$ cat config.mk
export PLATFORM = sky130hd
export DESIGN_NAME = aes_req_arbiter
export DESIGN_NICKNAME = d
export VERILOG_FILES = /design/src/rtl/aes_arb_pkg.sv /design/src/rtl/rr_arbiter.sv /design/src/rtl/aes_req_arbiter.sv
export SDC_FILE = /design/constraint.sdc
export NUM_CORES = 1
export LEC_CHECK = 0
export BUFFER_PORTS_ARGS = -buffer_cell sky130_fd_sc_hd__buf_2
export CORE_AREA = 2 2 601 603
export CTS_CLUSTER_DIAMETER = 200
export CTS_CLUSTER_SIZE = 28
export DETAILED_ROUTE_END_ITERATION = 16
export DIE_AREA = 0 0 603 605
export PLACE_DENSITY = 0.3
export SLEW_MARGIN = 20
export SYNTH_ARGS = -nofsm -noshare
export SYNTH_HDL_FRONTEND = slang
export SYNTH_SLANG_ARGS = --single-unit
$ cat constraint.sdc
create_clock -name clk -period 4.31 [get_ports clk]
set_input_delay 1.0775 -clock clk [delete_from_list [all_inputs] [get_ports clk]]
set_output_delay 1.0775 -clock clk [all_outputs]
set_load 0.02 [all_outputs]
$ cat src/rtl/aes_arb_pkg.sv
// Shared types for the AES request arbiter: FSM state encoding and block width.
package aes_arb_pkg;
  localparam int AES_BLK_W = 128;

  typedef enum logic [1:0] {
    IDLE_S  = 2'd0,
    ISSUE_S = 2'd1,
    WAIT_S  = 2'd2,
    RESP_S  = 2'd3
  } arb_state_t;
endpackage

$ cat src/rtl/rr_arbiter.sv
// Round-robin requester selection: first valid requester at or after the pointer.
// The pointer moves to one past the winner whenever the caller takes the grant.
module rr_arbiter #(
  parameter  int NUM_REQ = 4,
  localparam int ID_W    = $clog2(NUM_REQ)
) (
  input  logic               clk,
  input  logic               rst_n,
  input  logic [NUM_REQ-1:0] req,
  input  logic               adv,
  output logic [NUM_REQ-1:0] gnt,
  output logic [ID_W-1:0]    gnt_idx,
  output logic               gnt_valid
);

  logic [ID_W-1:0] ptr_r;
  logic [ID_W-1:0] idx_s;
  logic [ID_W-1:0] cand_idx_s;
  logic            found_s;
  logic            hit_s;
  int              cand_s;

  // Rotating priority search starting at the pointer.
  always_comb begin
    found_s    = 1'b0;
    idx_s      = {ID_W{1'b0}};
    cand_s     = 0;
    cand_idx_s = {ID_W{1'b0}};
    hit_s      = 1'b0;
    for (int i = 0; i < NUM_REQ; i++) begin
      cand_s     = (int'(ptr_r) + i) % NUM_REQ;
      cand_idx_s = ID_W'(cand_s);
      hit_s      = req[cand_idx_s] && !found_s;
      idx_s      = hit_s ? cand_idx_s : idx_s;
      found_s    = found_s | hit_s;
    end
  end

  // Pointer register, advanced past the winner on a taken grant.
  always_ff @(posedge clk) begin
    if (!rst_n) begin
      ptr_r <= {ID_W{1'b0}};
    end else if (adv) begin
      ptr_r <= (idx_s == ID_W'(NUM_REQ - 1)) ? {ID_W{1'b0}} : idx_s + ID_W'(1);
    end
  end

  assign gnt       = found_s ? ({{(NUM_REQ-1){1'b0}}, 1'b1} << idx_s) : {NUM_REQ{1'b0}};
  assign gnt_idx   = idx_s;
  assign gnt_valid = found_s;

endmodule

$ cat src/rtl/aes_req_arbiter.sv
// Shares one AES-128 encrypt core between NUM_REQ requesters: round-robin grant,
// start/done sequencing, watchdog-terminated error response, per-requester response.
module aes_req_arbiter
  import aes_arb_pkg::*;
#(
  parameter  int NUM_REQ        = 4,
  parameter  int TIMEOUT_CYCLES = 1023,
  localparam int ID_W           = $clog2(NUM_REQ)
) (
  input  logic                           clk,
  input  logic                           rst_n,
  input  logic [NUM_REQ-1:0]             req_valid_i,
  output logic [NUM_REQ-1:0]             req_ready_o,
  input  logic [NUM_REQ*AES_BLK_W-1:0]   req_key_i,
  input  logic [NUM_REQ*AES_BLK_W-1:0]   req_data_i,
  output logic [NUM_REQ-1:0]             rsp_valid_o,
  input  logic [NUM_REQ-1:0]             rsp_ready_i,
  output logic [AES_BLK_W-1:0]           rsp_data_o,
  output logic                           rsp_err_o,
  output logic                           busy_o,
  output logic [ID_W-1:0]                grant_id_o,
  output logic                           aes_start_o,
  output logic [AES_BLK_W-1:0]           aes_key_o,
  output logic [AES_BLK_W-1:0]           aes_pt_o,
  input  logic [AES_BLK_W-1:0]           aes_ct_i,
  input  logic                           aes_ready_i,
  input  logic                           aes_done_i
);

  localparam int              WD_W    = $clog2(TIMEOUT_CYCLES);
  localparam logic [WD_W-1:0] WD_LAST = WD_W'(TIMEOUT_CYCLES - 1);

  arb_state_t           state_r;
  arb_state_t           state_next_s;
  logic [NUM_REQ-1:0]   gnt_s;
  logic [ID_W-1:0]      gnt_idx_s;
  logic                 gnt_valid_s;
  logic                 take_s;
  logic                 timeout_s;
  logic [WD_W-1:0]      wdog_r;
  logic [AES_BLK_W-1:0] sel_key_s;
  logic [AES_BLK_W-1:0] sel_pt_s;
  logic                 aes_start_r;
  logic [AES_BLK_W-1:0] aes_key_r;
  logic [AES_BLK_W-1:0] aes_pt_r;
  logic [AES_BLK_W-1:0] rsp_data_r;
  logic                 rsp_err_r;
  logic [NUM_REQ-1:0]   rsp_valid_r;
  logic [ID_W-1:0]      grant_id_r;

  // A grant is only taken in IDLE and never while reset is being sampled.
  assign take_s    = (state_r == IDLE_S) && gnt_valid_s && rst_n;
  assign timeout_s = (wdog_r == WD_LAST);

  rr_arbiter #(.NUM_REQ(NUM_REQ)) u_rr (
    .clk       (clk),
    .rst_n     (rst_n),
    .req       (req_valid_i),
    .adv       (take_s),
    .gnt       (gnt_s),
    .gnt_idx   (gnt_idx_s),
    .gnt_valid (gnt_valid_s)
  );

  // Key/plaintext mux for the winning requester.
  always_comb begin
    sel_key_s = {AES_BLK_W{1'b0}};
    sel_pt_s  = {AES_BLK_W{1'b0}};
    for (int i = 0; i < NUM_REQ; i++) begin
      if (gnt_idx_s == ID_W'(i)) begin
        sel_key_s = req_key_i[i*AES_BLK_W +: AES_BLK_W];
        sel_pt_s  = req_data_i[i*AES_BLK_W +: AES_BLK_W];
      end else begin
        sel_key_s = sel_key_s;
        sel_pt_s  = sel_pt_s;
      end
    end
  end

  // FSM state register.
  always_ff @(posedge clk) begin
    if (!rst_n) begin
      state_r <= IDLE_S;
    end else begin
      state_r <= state_next_s;
    end
  end

  // FSM next-state logic; done has priority over the watchdog.
  always_comb begin
    state_next_s = state_r;
    case (state_r)
      IDLE_S:  if (take_s) state_next_s = ISSUE_S; else state_next_s = IDLE_S;
      ISSUE_S: if (aes_ready_i) state_next_s = WAIT_S; else state_next_s = ISSUE_S;
      WAIT_S:  if (aes_done_i || timeout_s) state_next_s = RESP_S; else state_next_s = WAIT_S;
      RESP_S:  if (rsp_ready_i[grant_id_r]) state_next_s = IDLE_S; else state_next_s = RESP_S;
      default: state_next_s = IDLE_S;
    endcase
  end

  // Datapath: capture, start pulse, watchdog and response registers.
  always_ff @(posedge clk) begin
    if (!rst_n) begin
      aes_start_r <= 1'b0;
      aes_key_r   <= {AES_BLK_W{1'b0}};
      aes_pt_r    <= {AES_BLK_W{1'b0}};
      rsp_data_r  <= {AES_BLK_W{1'b0}};
      rsp_err_r   <= 1'b0;
      rsp_valid_r <= {NUM_REQ{1'b0}};
      grant_id_r  <= {ID_W{1'b0}};
      wdog_r      <= {WD_W{1'b0}};
    end else begin
      aes_start_r <= 1'b0;
      case (state_r)
        IDLE_S: begin
          if (take_s) begin
            aes_key_r  <= sel_key_s;
            aes_pt_r   <= sel_pt_s;
            grant_id_r <= gnt_idx_s;
          end
        end
        ISSUE_S: begin
          if (aes_ready_i) begin
            aes_start_r <= 1'b1;
            wdog_r      <= {WD_W{1'b0}};
          end
        end
        WAIT_S: begin
          wdog_r <= wdog_r + WD_W'(1);
          if (aes_done_i) begin
            rsp_data_r  <= aes_ct_i;
            rsp_err_r   <= 1'b0;
            rsp_valid_r <= {{(NUM_REQ-1){1'b0}}, 1'b1} << grant_id_r;
          end else if (timeout_s) begin
            rsp_data_r  <= {AES_BLK_W{1'b0}};
            rsp_err_r   <= 1'b1;
            rsp_valid_r <= {{(NUM_REQ-1){1'b0}}, 1'b1} << grant_id_r;
          end
        end
        RESP_S: begin
          if (rsp_ready_i[grant_id_r]) begin
            rsp_valid_r <= {NUM_REQ{1'b0}};
          end
        end
        default: begin
          rsp_valid_r <= {NUM_REQ{1'b0}};
        end
      endcase
    end
  end

  assign req_ready_o = take_s ? gnt_s : {NUM_REQ{1'b0}};
  assign rsp_valid_o = rsp_valid_r;
  assign rsp_data_o  = rsp_data_r;
  assign rsp_err_o   = rsp_err_r;
  assign busy_o      = (state_r != IDLE_S);
  assign grant_id_o  = grant_id_r;
  assign aes_start_o = aes_start_r;
  assign aes_key_o   = aes_key_r;
  assign aes_pt_o    = aes_pt_r;

endmodule

== After elaboration in Yosys (flattened, before gate mapping) ==
Index checks and enable logic that the tools add are counted.

* Bits of input ports: 1164
* Bits in read-only memories: 0
* Latch bits: 0
* Memory bits (writable): 0
* Memories: 0
* Register bits: 406

* Shift operators: 2
* $lt $le $gt $ge: 5
* Bitwise gates (word level): 3
* Divide/modulo/power cells: 0
* Multiply operators: 0
* Add/subtract/negate cells: 5
* Reduce and logical (&&, ||, !) cells: 20
* Mux-type cells: 41
* Equality and inequality tests: 10

{| class="wikitable"
|+ Operator list
! operator !! count
|-
| 128-bit 2-to-1 mux || 10
|-
| 4-bit 2-to-1 mux || 5
|-
| 10-bit case mux with 2 select lines || 1
|-
| 2-bit by 3-bit < comparator with 1-bit output, second input constant || 5
|-
| 2-bit 2-to-1 mux || 7
|-
| 10-bit by 1-bit adder with 10-bit output, second input constant || 1
|-
| 1-bit binary-select mux with 2-bit select || 5
|-
| 10-bit == test, second input constant || 1
|-
| 1-bit 2-to-1 mux || 10
|-
| 10-bit 2-to-1 mux || 1
|-
| 2-bit == test, second input constant || 4
|-
| 2-bit case mux with 4 select lines || 1
|-
| 4-bit case mux with 2 select lines || 1
|-
| 2-bit AND reduction || 4
|-
| 2-bit nonzero test || 4
|-
| 1-bit by 2-bit left shift with 4-bit output, first input constant || 2
|-
| 1-bit logical AND || 5
|-
| 2-bit by 1-bit adder with 2-bit output, second input constant || 2
|-
| 2-bit adder, second input constant || 2
|-
| 2-bit by 1-bit == test with 1-bit output, second input constant || 2
|-
| 2-bit logical NOT || 2
|-
| 2-bit != test, second input constant || 2
|-
| 1-bit logical NOT || 3
|-
| 3-bit != test, second input constant || 1
|-
| 3 further kinds || 5
|}

== Logic depth before layout (Yosys ltp) ==
Gate-level depths: netlist of the first run.

* Depth after elaboration: 16
* Mapped depth: 13
* Depth with buffers taken out: 9

== Hierarchy ==
A second synthesis of the first run with hierarchy kept.

* Cell total of the unflattened synthesis: 1879
* Area, all modules: 20170.6 sq um

{| class="wikitable"
|+ Modules (own cells, without submodules)
! module !! seq. area each (sq um) !! times used !! area an instance (sq um) !! cells an instance
|-
| aes_req_arbiter || 8087.8 || 1 || 19890.3 || 1849
|-
| rr_arbiter || 40.0 || 1 || 280.3 || 30
|}

== Worst setup path after synthesis of the first run ==
No wires, ideal clock.

* Path type: input to output
* Start: in req_valid_i[3]
* End: out req_ready_o[3]
* Arrival: 3.081 ns
* Stages: 9
* Slack: 0.151 ns
* Cell sequence: inv_1 a22o_1 a221oi_1 and2_1 ha_1 clkbuf_1 clkbuf_1 clkbuf_1 and2_1

* Longest elaborated chain between the ends: 14
* Elaborated cells between the ends (all ways): 26
* Those cells by class: shift (1); mux (14); bitwise (3); reduce/logical (8)

{| class="wikitable"
|+ Ends and longest elaborated chain
! item !! RTL line !! source
|-
| from (decl) || aes_req_arbiter.sv:12 || <nowiki>input logic [NUM_REQ-1:0] req_valid_i,</nowiki>
|-
| 1-bit binary-select mux with 2-bit select || rr_arbiter.sv:33 || <nowiki>hit_s = req[cand_idx_s] && !found_s;</nowiki>
|-
| 1-bit 2-to-1 mux (not written as such) || rr_arbiter.sv:33 ||
|-
| 1-bit logical NOT || rr_arbiter.sv:33 ||
|-
| 1-bit logical AND || rr_arbiter.sv:33 ||
|-
| 1-bit bitwise OR || rr_arbiter.sv:35 || <nowiki>found_s = found_s | hit_s;</nowiki>
|-
| 1-bit logical NOT || rr_arbiter.sv:33 ||
|-
| 1-bit logical AND || rr_arbiter.sv:33 ||
|-
| 1-bit bitwise OR || rr_arbiter.sv:35 ||
|-
| 1-bit logical NOT || rr_arbiter.sv:33 ||
|-
| 1-bit logical AND || rr_arbiter.sv:33 ||
|-
| 2-bit 2-to-1 mux (*) || rr_arbiter.sv:34 || <nowiki>idx_s = hit_s ? cand_idx_s : idx_s;</nowiki>
|-
| named net gnt_idx_s[0] || aes_req_arbiter.sv:36 || <nowiki>logic [ID_W-1:0] gnt_idx_s;</nowiki>
|-
| 1-bit by 2-bit left shift with 4-bit output (*) || rr_arbiter.sv:48 || <nowiki>assign gnt = found_s ? ({{(NUM_REQ-1){1'b0}}, 1'b1} << idx_s) : {NUM_REQ{1'b0}};</nowiki>
|-
| 4-bit 2-to-1 mux (*) || rr_arbiter.sv:48 ||
|-
| 4-bit 2-to-1 mux (*) || aes_req_arbiter.sv:152 || <nowiki>assign req_ready_o = take_s ? gnt_s : {NUM_REQ{1'b0}};</nowiki>
|-
| to (decl) || aes_req_arbiter.sv:13 || <nowiki>output logic [NUM_REQ-1:0] req_ready_o,</nowiki>
|}

The timed path passes the listed nets; every way through them passes the cells marked *. The select of a mux whose other input is x is not followed.

== Worst setup path after layout of the first run ==
Same ends and word-level chain as after synthesis.

==> run_results.csv, run 1 <==
group,metric,value,unit
synth,netlist_area,0.0215,mm2
pwr,ir_worst_vdd,0.348,mV
final_layout,final_area,0.0365,mm2
critical_path,path_cells,"buf_2, inv_1, a22o_1, a221oi_1, and2_1, ha_4, and2_2, buf_12, buf_2",
floorplan,dieWidth,603,um
critical_path,rr_startpoint,"u_rr.ptr_r[0]",
clock_tree,cts_tree,"yes",
final_layout,final_util,10.2,%
route,viasPerCell,3.32,
critical_path,end_kind,"output port",
placed_design,gp_congestion,0.938,
critical_path,slowest_stage,"a221oi_1",
floorplan,core,0.358,mm2
critical_path,worstSetupStartpoint,"req_valid_i[3]",
clock_tree,cts_sinks,406,
synth,ys_seq_area_share,37.7,%
global_route,antenna_found_initial,336,
synth,avgSynthCellArea,8.65,um2
floorplan,initial_core_util,6.01,%
pwr,powerDensity,442,mW/mm2
synth,synth_edf_count,0,
placed_design,pre_cts_slack,-0.0765,ns
route,wirelength,289000,um
floorplan,dieArea,0.365,mm2
global_route,grt_overflow,0,
run,maxCapViolCount,0,
critical_path,cp_slowest_stage_delay,0.33,ns
final_layout,fin_nets,5074,
timing,worstMarginPinSlew,1.15,ns
timing,fin_ws,0.286,ns
timing,hold_viol_final,0,
clock_tree,clk_pin_slew_worst_paths,0.11,ns
route,drtIter0Drc,2459,
timing,report.final.slew_viol_count,0,
timing,fmax,249,MHz
route,wl_met2,147000,um
critical_path,setup.worst_path.start_class,"input pin",
pwr,total_power,16.2,mW
route,vias,29300,
timing,whs,0.481,ns
clock_tree,cts_max_level,1,
global_route,grt_pass1_vias,27800,
floorplan,io_pins,1561,
worst_hold_path,hold_path.class,"reg -> reg",
final_layout,mostFrequentLayoutCell,"buf_2",
clock_tree,insertion_delay,0.76,ns
clock_tree,ctsHoldBuffers,0,
pwr,p_leak,16.1,nW
floorplan,rows,220,
final_layout,area_growth,69.7,%
route,routedWlPerCell,32.7,um
critical_path,crit_arrival,2.95,ns
route,wl_met3,23800,um
synth,synth_fp_nets,3658,
synth,ys_async_sr_fraction,0,%
timing,rsz0062_at_grt,"false",
synth,synth_warnings,0,
global_route,track_usage,15.0,%
critical_path,crit_type,"in -> out",
route,firstDrtPassIters,5,
global_route,grt_max_degree,125,
route,postRouteAntennaNets,0,
placed_design,hpwlAfterDp,252000,um
route,wl_met1,105000,um
status,outcome,"finished clean",
final_layout,drive_gt1_share,49.7,%
floorplan,die_h,605,um
synth,synth.distinct_cells,42,
critical_path,crit_top_cell,"buf_2",
timing,fin_worst_skew,0.0859,ns
placed_design,numPortBuffers,1560,
timing,setup_tns,0,ns
synth,ys_seq_elements,406,
placed_design,dpl-instance-area,0.0353,mm2
route,route.detailed.drc,0,
placed_design,dp.cells,8651,
global_route,grt_pass1_wl,350000,um
clock_tree,clk_path_buf_depth,3,
clock_tree,cts-buffers-inserted,24,
final_layout,mostFrequentLayoutCells,"buf_2, a21oi_1, dfxtp_1",
synth,synth-main-ff-cell,"dfxtp_1",
worst_hold_path,hp-start,"rsp_valid_o[3]",
timing,fin_crit_sh,93.4,%
route,top_layer,"met5",
clock_tree,cts-root-buf,"clkbuf_16",
final_layout,stdcell_count,8830,
timing,finalSetupViolations,0,
critical_path,critical_path_required,3.23,ns
critical_path,crit_fanout,3,
timing,period_minus_slack,4.02,ns
synth,syn_inst,2488,
timing,slew_headroom,23.3,%
kinds of logic after synthesis:
| logic type | after synthesis | share of synthesized area [%] |
|---|---|---|
| compound gates | 1444 | 48.7 |
| fa+ha+maj | 6 | 0.349 |
| simple gates | 72 | 1.91 |
| flops | 406 | 37.7 |
| buf+inv | 557 | 11.2 |
| mux | 3 | 0.145 |
cell usage after synthesis (7+ instances only):
| library cell | n | area [um2] |
|---|---|---|
| nand2_1 | 11 | 41.3 |
| a211o_1 | 256 | 2240 |
| clkbuf_1 | 164 | 616 |
| and2_1 | 7 | 43.8 |
| a221oi_1 | 258 | 2260 |
| buf_6 | 30 | 338 |
| dfxtp_1 | 406 | 8130 |
| inv_1 | 263 | 987 |
| a22o_1 | 129 | 1130 |
| buf_2 | 67 | 335 |
| nand3b_1 | 7 | 52.6 |
| buf_1 | 31 | 116 |
| a21oi_2 | 210 | 1840 |
| a21oi_1 | 570 | 2850 |
| nand3_1 | 8 | 40.0 |
| nor2_1 | 17 | 63.8 |
| o21ai_0 | 7 | 35.0 |
cell type report:
type	count	area, um2
clock inverters	13	282
diodes	141	353
well taps	4773	5970
fillers	41900	322000
inverters	263	987
clock buffers	25	604
multi-input cells	1525	11100
repair buffers	1684	9150
flip-flops and latches	406	8130
sequential cells by signal (all words and copies together), names as in the netlist:
name	cells
aes_pt_o	128
wdog_r	10
rsp_valid_o	4
u_rr.ptr_r	2
rsp_err_o	1
aes_key_o	128
rsp_data_o	128
aes_start_o	1
grant_id_o	2
state_r	2
path summary, 6_finish.rpt:
kind / endpoint / slack [ns] / depth (start not counted)
worst max-delay path: req_ready_o[3] / 0.29 / 9
worst min-delay path: rsp_valid_o[3] / 0.48 / 1
worst max register to register: aes_pt_o[23] / 0.82 / 11
worst min register to register: rsp_valid_o[3] / 0.48 / 1
power by group:
part           switching, mW  leakage (nW)  internal [mW]
sequential             0.521          3.36           4.36
combinational           5.02          12.3           2.99
clock                   2.02         0.420           1.24
total                   7.56          16.1           8.59
layer usage:
layer / vias to the layer above / global-route usage (%)
li1: 12400 / -
met4: 162 / 4.48
met1: 14500 / 16.3
met2: 1655 / 27.4
met3: 648 / 5.00
met5: - / 0
repair_timing:
item,4_1_cts,5_1_grt
buffers inserted,0,0
endpoints found under the setup margin,1,0
resized for setup,1,0
endpoints found under the hold margin,0,0
critical path, delay by kind of cell:
kind / cells / cell delay (ns)
AO/OA/AOI/OAI: 2 / 0.57
AND/OR/NAND/NOR: 2 / 0.57
buffers and inverters: 4 / 0.53
adder cells (fa/ha/maj): 1 / 0.18
Note: power is estimated with default switching activity, not from simulation.
==> inputs of run 2 (changes only) <==
Settings changed: MAX_ROUTING_LAYER from default to met4.
Clock period 4.31 ns to 4.95 ns, I/O delays scaled along.
==> run_results.csv, run 2 (same netlist as run 1, synthesis figures left out) <==
group,metric,value,unit
status,outcome,"finished clean",
worst_hold_path,hold_path.class,"reg -> reg",
timing,hold_viol_final,0,
final_layout,mostFrequentLayoutCells,"buf_2, a21oi_1, dfxtp_1",
global_route,grt_max_degree,152,
critical_path,end_kind,"output port",
critical_path,crit_fanout,6,
pwr,p_int,7.12,mW
run,maxCapViolCount,0,
timing,fmax,227,MHz
clock_tree,clk_pin_slew_worst_paths,0.11,ns
clock_tree,cts_max_level,1,
critical_path,path_cells,"buf_2, or4_4, nand2_1, ha_4, and2_1, buf_2",
floorplan,dieArea,0.365,mm2
critical_path,r2r_end,"aes_key_o[84]",
placed_design,numPortBuffers,1560,
route,drtIter0Drc,2356,
route,routedWlPerCell,32.7,um
critical_path,slowest_stage,"or4_4",
pwr,total_power,13.6,mW
clock_tree,postCtsSetupBuffers,0,
final_layout,mostFrequentLayoutCell,"buf_2",
placed_design,gp_congestion,0.949,
floorplan,die_h,605,um
clock_tree,cts_tree,"yes",
clock_tree,ctsHoldBuffers,0,
timing,worstMarginPinSlew,1.12,ns
timing,fin_worst_skew,0.0786,ns
placed_design,hpwlAfterDp,251000,um
floorplan,core,0.358,mm2
final_layout,final_util,10.1,%
global_route,track_usage,15.5,%
clock_tree,cts-root-buf,"clkbuf_16",
global_route,grt_pass1_wl,351000,um
worst_hold_path,hp-start,"rsp_valid_o[0]",
timing,whs,0.481,ns
clock_tree,cts_sinks,406,
worst_hold_path,hold_end,"rsp_valid_o[0]",
route,firstDrtPassIters,7,
timing,finalSetupViolations,0,
critical_path,cp_slowest_stage_delay,0.57,ns
placed_design,pre_cts_slack,0.305,ns
critical_path,r2r_slack,0.92,ns
placed_design,dp.cells,8603,
timing,setup_tns,0,ns
critical_path,rr_startpoint,"state_r[1]",
final_layout,drive_gt1_share,49.0,%
final_layout,fin_nets,5024,
pwr,seqPwrFrac,31.3,%
route,vias,29100,
route,route.detailed.drc,0,
floorplan,rows,220,
critical_path,r2r_cells,7,
pwr,p_leak,15.7,nW
global_route,antenna_found_initial,351,
floorplan,initial_core_util,6.01,%
route,wirelength,289000,um
global_route,grt_pass1_vias,27900,
clock_tree,postCtsResizedCells,0,
critical_path,crit_top_cell,"buf_2",
route,viasPerCell,3.29,
global_route,grt_overflow,0,
final_layout,final_area,0.0361,mm2
timing,slew_headroom,24.4,%
clock_tree,insertion_delay,0.76,ns
final_layout,fillers,42000,
pwr,p_sw_share,47.6,%
timing,rsz0062_at_grt,"false",
pwr,powerDensity,376,mW/mm2
worst_hold_path,hold_depth,1,
timing,report.final.slew_viol_count,0,
floorplan,dieWidth,603,um
critical_path,crit_type,"in -> out",
clock_tree,clk_path_buf_depth,3,
timing,fin_ws,0.552,ns
pwr,p_clk_share,19.1,%
pwr,power.switching,6.47,mW
final_layout,area_growth,67.7,%
route,postRouteAntennaNets,0,
timing,fin_crit_sh,88.8,%
pwr,pwr-share-comb,49.6,%
pwr,ir_worst_vdd,0.334,mV
critical_path,crit_arrival,3.16,ns
clock_tree,cts-buffers-inserted,22,
timing,period_minus_slack,4.40,ns
final_layout,stdcell_count,8856,
critical_path,critical_path_required,3.71,ns
floorplan,io_pins,1561,
placed_design,dpl-instance-area,0.0348,mm2
critical_path,setup.worst_path.start_class,"input pin",
[run 2: layout make-up]
cell class	instances	area, um2	share of cell area (%)
inverter	263	987	2.73
clock buffer	25	572	1.58
clock inverter	10	178	0.492
sequential	406	8130	22.5
multi-input combinational	1525	11100	30.6
antenna	218	546	1.51
tap	4773	5970	16.5
timing repair buffer	1636	8660	24.0
[run 2: how the worst max path moves through the flow]
| stage | from | endpoint | slack (ns) | cells after the start |
|---|---|---|---|---|
| 2_1_floorplan | req_valid_i[3] | req_ready_o[3] | 0.47 | 9 |
| 3_3_place_gp | req_valid_i[0] | aes_pt_o[48] | 0.24 | 12 |
| 3_5_place_dp | req_valid_i[1] | aes_pt_o[48] | 0.31 | 10 |
| 4_1_cts | req_valid_i[1] | req_ready_o[2] | 0.36 | 6 |
| 5_1_grt | req_valid_i[0] | req_ready_o[2] | 0.39 | 8 |
| 6_report | req_valid_i[1] | req_ready_o[2] | 0.55 | 6 |
[run 2: critical path, delay by kind of cell]
kind          cells  cell delay (ns)
simple gates      3             1.20
fa+ha+maj         1             0.31
buf+inv           2             0.39
[run 2: power by group through the flow]
stage                     Clock, mW  Combinational, mW  Sequential (mW)
after global routing           2.82               7.19             4.30
final                          2.60               6.75             4.25
after floorplan                   0               3.15             4.81
after detailed placement          0               6.82             4.32
after CTS                      2.79               6.85             4.25
after global placement            0               6.83             4.32
[run 2: metal layers]
| layer | part of all wire [%] | track usage, % | vias up |
|---|---|---|---|
| li1 | - | - | 12400 |
| met1 | 37 | 16.7 | 14400 |
| met2 | 51 | 27.5 | 1778 |
| met5 | 0 | - | - |
| met4 | 3.7 | 4.11 | 0 |
| met3 | 8.2 | 4.40 | 579 |
